$ cat config.mk
export PLATFORM = sky130hd
export DESIGN_NAME = seq_shift_add_multiplier_flat
export DESIGN_NICKNAME = d
export VERILOG_FILES = /design/src/rtl/seq_shift_add_multiplier_if.sv /design/src/rtl/seq_shift_add_multiplier.sv /design/src/flat_wrapper.sv
export SDC_FILE = /design/constraint.sdc
export NUM_CORES = 1
export LEC_CHECK = 0
export CORE_AREA = 3 3 61 63
export DETAILED_ROUTE_END_ITERATION = 8
export DIE_AREA = 0 0 64 66
export PLACE_DENSITY = 0.94
export SYNTH_ARGS = -nofsm -noshare
export SYNTH_HDL_FRONTEND = slang
export SYNTH_SLANG_ARGS = --single-unit
$ cat constraint.sdc
create_clock -name clock -period 2.9 [get_ports clock]
set_input_delay 0.58 -clock clock [delete_from_list [all_inputs] [get_ports clock]]
set_output_delay 0.58 -clock clock [all_outputs]
set_load 0.005 [all_outputs]
$ cat src/rtl/seq_shift_add_multiplier_if.sv
// Operand/result bundle for seq_shift_add_multiplier.
// Handshake: the host holds M_IN/Q_IN valid on the edge that samples START falling 1->0; AQ is a valid product while READY=1.
interface seq_shift_add_multiplier_if #(
   parameter int WIDTH = 8
);
   logic                 START;
   logic [WIDTH-1:0]     M_IN;
   logic [WIDTH-1:0]     Q_IN;
   logic                 READY;
   logic [2*WIDTH-1:0]   AQ;

   modport master (
      output START, M_IN, Q_IN,
      input  READY, AQ
   );

   modport slave (
      input  START, M_IN, Q_IN,
      output READY, AQ
   );
endinterface

$ cat src/rtl/seq_shift_add_multiplier.sv
// Sequential radix-2 shift-and-add multiplier with a combined {A,Q} accumulator register.
// Define SIGNED_MULT_EN for two's-complement operands using radix-2 Booth recoding.
module seq_shift_add_multiplier #(
   parameter int WIDTH = 8
) (
   input  logic                       clock,
   input  logic                       n_reset,
   seq_shift_add_multiplier_if.slave  bus,
   output logic [1:0]                 state_dbg_o
);

   localparam int CW = $clog2(WIDTH + 1);

   typedef enum logic [1:0] {
      IDLE = 2'd0,
      BUSY = 2'd1,
      DONE = 2'd2
   } state_e;

   state_e               state_q, state_d;
   logic [WIDTH-1:0]     m_q, m_d;
   logic [2*WIDTH-1:0]   aq_q, aq_d;
   logic [CW-1:0]        count_q, count_d;
   logic                 ready_q, ready_d;
   logic                 start_prev_q;
   logic                 start_ev;
   logic [WIDTH-1:0]     a_cur;
   logic [WIDTH-1:0]     q_cur;
   // {C,A} after this cycle's add/subtract, before the right shift
   logic [WIDTH:0]       step;
`ifdef SIGNED_MULT_EN
   logic                 qm1_q, qm1_d;
`endif

   assign start_ev = start_prev_q & ~bus.START;
   assign a_cur    = aq_q[2*WIDTH-1:WIDTH];
   assign q_cur    = aq_q[WIDTH-1:0];

`ifdef SIGNED_MULT_EN
   // Sign-extended to WIDTH+1 bits so A-M / A+M never loses the sign before the shift.
   always_comb begin
      case ({q_cur[0], qm1_q})
         2'b10:   step = {a_cur[WIDTH-1], a_cur} - {m_q[WIDTH-1], m_q};
         2'b01:   step = {a_cur[WIDTH-1], a_cur} + {m_q[WIDTH-1], m_q};
         default: step = {a_cur[WIDTH-1], a_cur};
      endcase
   end
`else
   always_comb begin
      if (q_cur[0]) begin
         step = {1'b0, a_cur} + {1'b0, m_q};
      end else begin
         step = {1'b0, a_cur};
      end
   end
`endif

   always_comb begin
      state_d = state_q;
      m_d     = m_q;
      aq_d    = aq_q;
      count_d = count_q;
      ready_d = ready_q;
`ifdef SIGNED_MULT_EN
      qm1_d   = qm1_q;
`endif
      case (state_q)
         IDLE, DONE: begin
            if (start_ev) begin
               state_d = BUSY;
               m_d     = bus.M_IN;
               aq_d    = {{WIDTH{1'b0}}, bus.Q_IN};
               count_d = CW'(WIDTH);
               ready_d = 1'b0;
`ifdef SIGNED_MULT_EN
               qm1_d   = 1'b0;
`endif
            end
         end
         BUSY: begin
            // The cycle after the last iteration only publishes the result.
            if (count_q == '0) begin
               state_d = DONE;
               ready_d = 1'b1;
            end else begin
               aq_d    = {step, q_cur[WIDTH-1:1]};
               count_d = count_q - CW'(1);
`ifdef SIGNED_MULT_EN
               qm1_d   = q_cur[0];
`endif
            end
         end
         default: begin
            state_d = IDLE;
         end
      endcase
   end

   always_ff @(posedge clock or negedge n_reset) begin
      if (!n_reset) begin
         state_q      <= IDLE;
         m_q          <= '0;
         aq_q         <= '0;
         count_q      <= '0;
         ready_q      <= 1'b0;
         start_prev_q <= 1'b1;
`ifdef SIGNED_MULT_EN
         qm1_q        <= 1'b0;
`endif
      end else begin
         state_q      <= state_d;
         m_q          <= m_d;
         aq_q         <= aq_d;
         count_q      <= count_d;
         ready_q      <= ready_d;
         start_prev_q <= bus.START;
`ifdef SIGNED_MULT_EN
         qm1_q        <= qm1_d;
`endif
      end
   end

   assign bus.READY   = ready_q;
   assign bus.AQ      = aq_q;
   assign state_dbg_o = state_q;

endmodule

$ cat src/flat_wrapper.sv
// flat-port wrapper written by rule: the top's interface ports become plain ports
module seq_shift_add_multiplier_flat 
#(
   parameter int WIDTH = 8
)
  (clock, n_reset, state_dbg_o, bus_START, bus_M_IN, bus_Q_IN, bus_READY, bus_AQ);
  seq_shift_add_multiplier_if #(.WIDTH(WIDTH)) bus_i ();
  input  logic clock;
  input  logic n_reset;
  output logic [1:0] state_dbg_o;
  input wire logic [$bits(bus_i.START)-1:0] bus_START;
  input wire logic [$bits(bus_i.M_IN)-1:0] bus_M_IN;
  input wire logic [$bits(bus_i.Q_IN)-1:0] bus_Q_IN;
  output wire logic [$bits(bus_i.READY)-1:0] bus_READY;
  output wire logic [$bits(bus_i.AQ)-1:0] bus_AQ;
  assign bus_i.START = bus_START;
  assign bus_i.M_IN = bus_M_IN;
  assign bus_i.Q_IN = bus_Q_IN;
  assign bus_READY = bus_i.READY;
  assign bus_AQ = bus_i.AQ;
  seq_shift_add_multiplier #(.WIDTH(WIDTH)) u_core (.clock(clock), .n_reset(n_reset), .bus(bus_i), .state_dbg_o(state_dbg_o));
endmodule
### After elaboration in Yosys (flattened, before gate mapping)

Index checks and enable logic that the tools add are counted.

* register bits: 32
* latch bits: 0
* bits in writable memories: 0
* bits in read-only memories: 0
* bits of input ports: 19
* output and inout bits: 19
* memories: 0

* add/sub/neg operators: 2
* multiply operators: 0
* divide/modulo/power cells: 0
* order comparisons: 0
* equality and inequality tests: 5
* shifts and indexed selects: 0
* muxes and demuxes: 13
* bitwise operators: 2
* reductions and logical operators: 8

Operator list (number)
* 16-bit 2-to-1 mux: 2
* 16-bit one-hot mux with 2 select lines: 1
* 8-bit by 8-bit adder with 9-bit output: 1
* 9-bit 2-to-1 mux: 1
* 4-bit 2-to-1 mux: 2
* 4-bit one-hot mux with 2 select lines: 1
* 3-bit AND reduction: 2
* 4-bit logical NOT: 1
* 2-bit 2-to-1 mux: 2
* 2-bit by 1-bit inequality test with 1-bit output (second input constant): 2
* 2-bit one-hot mux with 2 select lines: 1
* 2-bit AND reduction: 2
* 4-bit by 1-bit subtractor with 4-bit output (second input constant): 1
* 2-bit by 1-bit equality test with 1-bit output (second input constant): 1
* 2-bit equality test (second input constant): 1
* 2-bit logical NOT: 1
* 1-bit 2-to-1 mux: 2
* 2-bit inequality test (second input constant): 1
* 1-bit one-hot mux with 2 select lines: 1
* 2-bit nonzero test: 1
* 2-bit OR reduction: 1
* 1-bit AND: 1
* 1-bit NOT: 1

### Longest topological paths before layout

* depth after elaboration: 4
* depth in mapped cells: 8
* mapped depth without buffers: 8

### Worst setup path before layout

OpenSTA, ideal clock, no wires.

* kind: flip-flop to flip-flop
* from: reg u_core.aq_q[8], in the netlist u_core.bus.AQ[8]
* to: reg u_core.aq_q[15], in the netlist u_core.bus.AQ[15]
* library setup time: 95 ps
* arrival: 1682 ps
* data required time: 2805 ps
* slack: 1123 ps
* cell stages (with the launch flop): 9
* clock period less this slack: 1777 ps
* path through: dfrtp_1 > ha_1 > inv_1 > fa_1 > nor2b_1 > o31ai_2 > a21oi_1 > a31oi_1 > o31ai_1

* cells in the longest elaborated chain, start to end: 4

RTL lines
* from (decl): line seq_shift_add_multiplier.sv:22 `logic [2*WIDTH-1:0] aq_q, aq_d;`
* from (signal assigned): line seq_shift_add_multiplier.sv:113 `aq_q <= aq_d;`
* 8-bit by 8-bit adder with 9-bit output: line seq_shift_add_multiplier.sv:51 `step = {1'b0, a_cur} + {1'b0, m_q};`
* 9-bit 2-to-1 mux: line seq_shift_add_multiplier.sv:50 `if (q_cur[0]) begin`
* 16-bit 2-to-1 mux: line seq_shift_add_multiplier.sv:82 `if (count_q == '0) begin`
* 16-bit one-hot mux with 2 select lines: line seq_shift_add_multiplier.sv:67 `case (state_q)`

Every way passes these cells. The select of a mux whose other input is x is not followed.
A chain may end at the register's enable or synchronous reset.

### Worst setup path in the final report

Same ends and word-level chain as after synthesis.

==> results by group <==
Timing
  • Final Cycle Share: 72.8%
  • Slew @ Worst Pin: slightly below 0.6 ns
  • RSZ-0062 raised after global routing: no
  • Final setup viols: 0
  • Final Hold Fails: 0
  • Setup TNS: 0 ns
  • Post-layout min period: approximately 2.1 ns
  • Layout Skew: 0.0125 ns
  • Max-slew violation count: 0
  • FMAX: ~470 MHz
  • Rel. slew slack: 61.3%

Yosys
  • Sequential share of the synthesized area: 45.8%
  • Mapped cell area: approximately 1800 um^2
  • Asr flop ratio synth: between 90% and 100%
  • Net Count, Synth: roughly 220
  • Yosys reg bits: 32
  • Synth warnings: 0
  • Synthesized area per cell: approximately 9.4 um^2
  • Number of synthesized flops with an enable pin: 0
  • Distinct cell type count after synthesis: 37
  • Top_reg_cell synth: dfrtp_1
  • Post-Synthesis Cells: ~190

Run status
  • Outcome: finished, final reports clean

Final layout
  • Layout cells sized above 1: roughly 7%
  • Inserted Diodes: 0
  • Area Overhead vs Synth: 27.4%
  • Final core utilization: between 60 and 70%
  • Final #Nets: ~260

Place
  • GPL Wtd Cong: between 0.8 and 0.9
  • Post-detail-place hpwl: 2.80 mm
  • Port Buf Inserts: 37

Clock network
  • Number of H-tree levels: 2
  • Resize count post-CTS: 0
  • CTS Buffer Depth: 2
  • CTS tree: done
  • Cts-stage hold buffer count: 0
  • Sink Count: 32
  • CTS root buffer: clkbuf_4
  • CTS clk-pin slew, worst paths: roughly 0.11 ns
  • Worst skew pair latency: about 0.34 ns
  • Num CTS Buffers: 5
  • Post-CTS Setup Inserts: 0

Critical path
  • Crit. End Element: flop
  • Critical path depth: 8
  • Crit-path max FO: 4
  • Ordered list of cells on the worst path: ha_1, inv_1, fa_1, nor2b_1, o31ai_2, a21oi_1, a31oi_1, o31ai_1
  • CP max stage delay: about 0.43 ns
  • Reg-to-reg slack, setup: approximately 0.8 ns
  • Crit path DAT: 2.35 ns
  • Crit path to: u_core.bus.AQ[15]
  • CP bufs+invs: 1
  • Setup crit start: u_core.bus.AQ[8]
  • CP Launch Type: flop
  • Crit path required time: between 3 and 4 ns
  • Worst r2r src: u_core.bus.AQ[8]
  • Worst R2R Path Depth: 8
  • Crit Path Category: flop to flop
  • CP delay by family, top: compound AO/OA/AOI/OAI gates
  • Worst r2r dst: u_core.bus.AQ[15]
  • Slowest CP cell: dfrtp_1

Die
  • I/O pins: 38
  • Row cnt: 21
  • Starting Density: between 50% and 60%
  • Die Area: 4220 um^2
  • Die Ht: 66 um
  • Core Area: 3280 um^2
  • Width of the die: between 60 and 70 um

Global route
  • First-pass GRT wire length: around 6.9 mm
  • Met3 GRT Util: under 10%
  • Initial antenna violation count: 0
  • Busiest grt layer: met2
  • Gr usage total: between 20% and 30%
  • Grt total ovfl: 0
  • Grt met2 use: 36.0%
  • Vias in the first global route: ~1600
  • Pin count of the biggest net entering global routing: 33
  • M1 GR Usage: about a quarter

Power
  • Peak supply drop: between 0.0006 and 0.0007 V
  • P_leak: between 1 and 1.5 nW
  • PwrDens: 1180 nW/um^2
  • Tot Pwr: 2.64 mW

Drt
  • Detailed Route Iter0 Violations: between 100 and 150
  • Final WL: 3.92 mm
  • Remaining DRCs: 0
  • Via count: around 1500
  • TritonRoute pass-1 iters: 4
  • Post-route ant nets: 0
  • Routed length per instance: between 10 and 15 um
  • Avg Vias per Cell: around 5.5

Worst hold path
  • HP Start: u_core.bus.READY
  • Hold crit path type: flop to flop

Job
  • Max Cap Violations: 0
## power by group
| group | switching (mW) | internal [mW] |
|---|---|---|
| clock network | 0.158 | 0.181 |
| registers | 0.185 | 0.661 |
| logic | 0.744 | 0.710 |
| total | 1.09 | 1.55 |
## how the worst min path moves through the flow
stage / cells after the start / to
5_1_grt: 2 / u_core.m_q[3]
4_1_cts: 2 / u_core.bus.READY
3_5_place_dp: 2 / u_core.bus.READY
2_1_floorplan: 0 / u_core.bus.AQ[0]
6_report: 2 / u_core.bus.READY
3_3_place_gp: 2 / u_core.bus.READY
## cell usage after synthesis (all sizes together), types with 5 or more instances
library cell,number,area share (%)
inv,6,1.3
dfrtp,31,44
mux2i,10,5.7
o21ai,8,2.3
a21oi,18,5.1
ha,10,7.1
nor2,13,2.8
nor3,5,1.4
nand2,38,8.6
buf,6,2.2
nand3,8,2.3
## state kept, by name, indices dropped and copies added (netlist names)
name                 flops
u_core.bus.AQ           16
u_core.start_prev_q      1
u_core.count_q           4
u_core.bus.READY         1
u_core.m_q               8
u_core.state_dbg_o       2
## cell families (layout without fill, tap and decap cells)
logic type,count (synthesis),count (layout),synth area share [%]
DFF,32,32,45.8
AOI/OAI and AO/OA,38,38,12.8
buffers and inverters,14,54,3.93
muxes,12,12,7.01
xor gates and xnor gates,3,3,1.50
and+or+nand+nor,77,77,20.7
adders and majority gates,11,11,8.29
## layer usage
| metal | wire [um] | vias to the layer above |
|---|---|---|
| li1 | - | 722 |
| met1 | 1670 | 714 |
| met2 | 1950 | 51 |
| met3 | 218 | 7 |
| met4 | 72 | 0 |
| met5 | 0 | - |
## worst reg2reg max path: cells and delay by family, from the launching register on
kind	cells	cell delay [ns]
AOI/OAI and AO/OA	4	0.69
adders and majority gates	2	0.58
and+or+nand+nor	1	0.27
DFF	1	0.43
buffers and inverters	1	0.06
## area by class of cell
class / count / area, um^2
inverter: 6 / 22.5
clock buffer: 6 / 41.3
fill: 270 / 1050
tap: 46 / 57.6
clock inverter: 2 / 35.0
timing repair buffer: 40 / 393
multi-input combinational: 141 / 880
sequential: 32 / 802
## cell usage in the layout (no fill, tap or decap), types with 2 or more instances in the layout
| cell | netlist | final |
|---|---|---|
| a21o_1 | 2 | 2 |
| a21oi_1 | 18 | 18 |
| a31oi_1 | 3 | 3 |
| and3_1 | 3 | 3 |
| buf_4 | 1 | 3 |
| clkbuf_4 | 0 | 5 |
| clkdlybuf4s50_1 | 0 | 37 |
| dfrtp_1 | 31 | 31 |
| ha_1 | 10 | 10 |
| inv_1 | 6 | 6 |
| mux2i_1 | 10 | 10 |
| nand2_1 | 37 | 37 |
| nand3_1 | 8 | 8 |
| nor2_1 | 13 | 13 |
| nor2b_1 | 3 | 3 |
| nor3_1 | 5 | 5 |
| o21a_1 | 3 | 3 |
| o21ai_0 | 3 | 3 |
| o21ai_1 | 5 | 5 |
| xor2_1 | 3 | 3 |
## through the flow
step / setup slack (ns) / instance area [um^2] / cells / hold WS, ns
floorplan: 1.12 / 1750 / 187 / 0.284
global placement: 0.859 / 2150 / 265 / 0.462
detailed placement: 0.823 / 2150 / 265 / 0.467
CTS: 0.804 / 2230 / 273 / 0.497
global route: 0.604 / 2230 / 273 / 0.520
finish: 0.790 / 2230 / 273 / 0.489
Power figures use the tool's default switching activity.
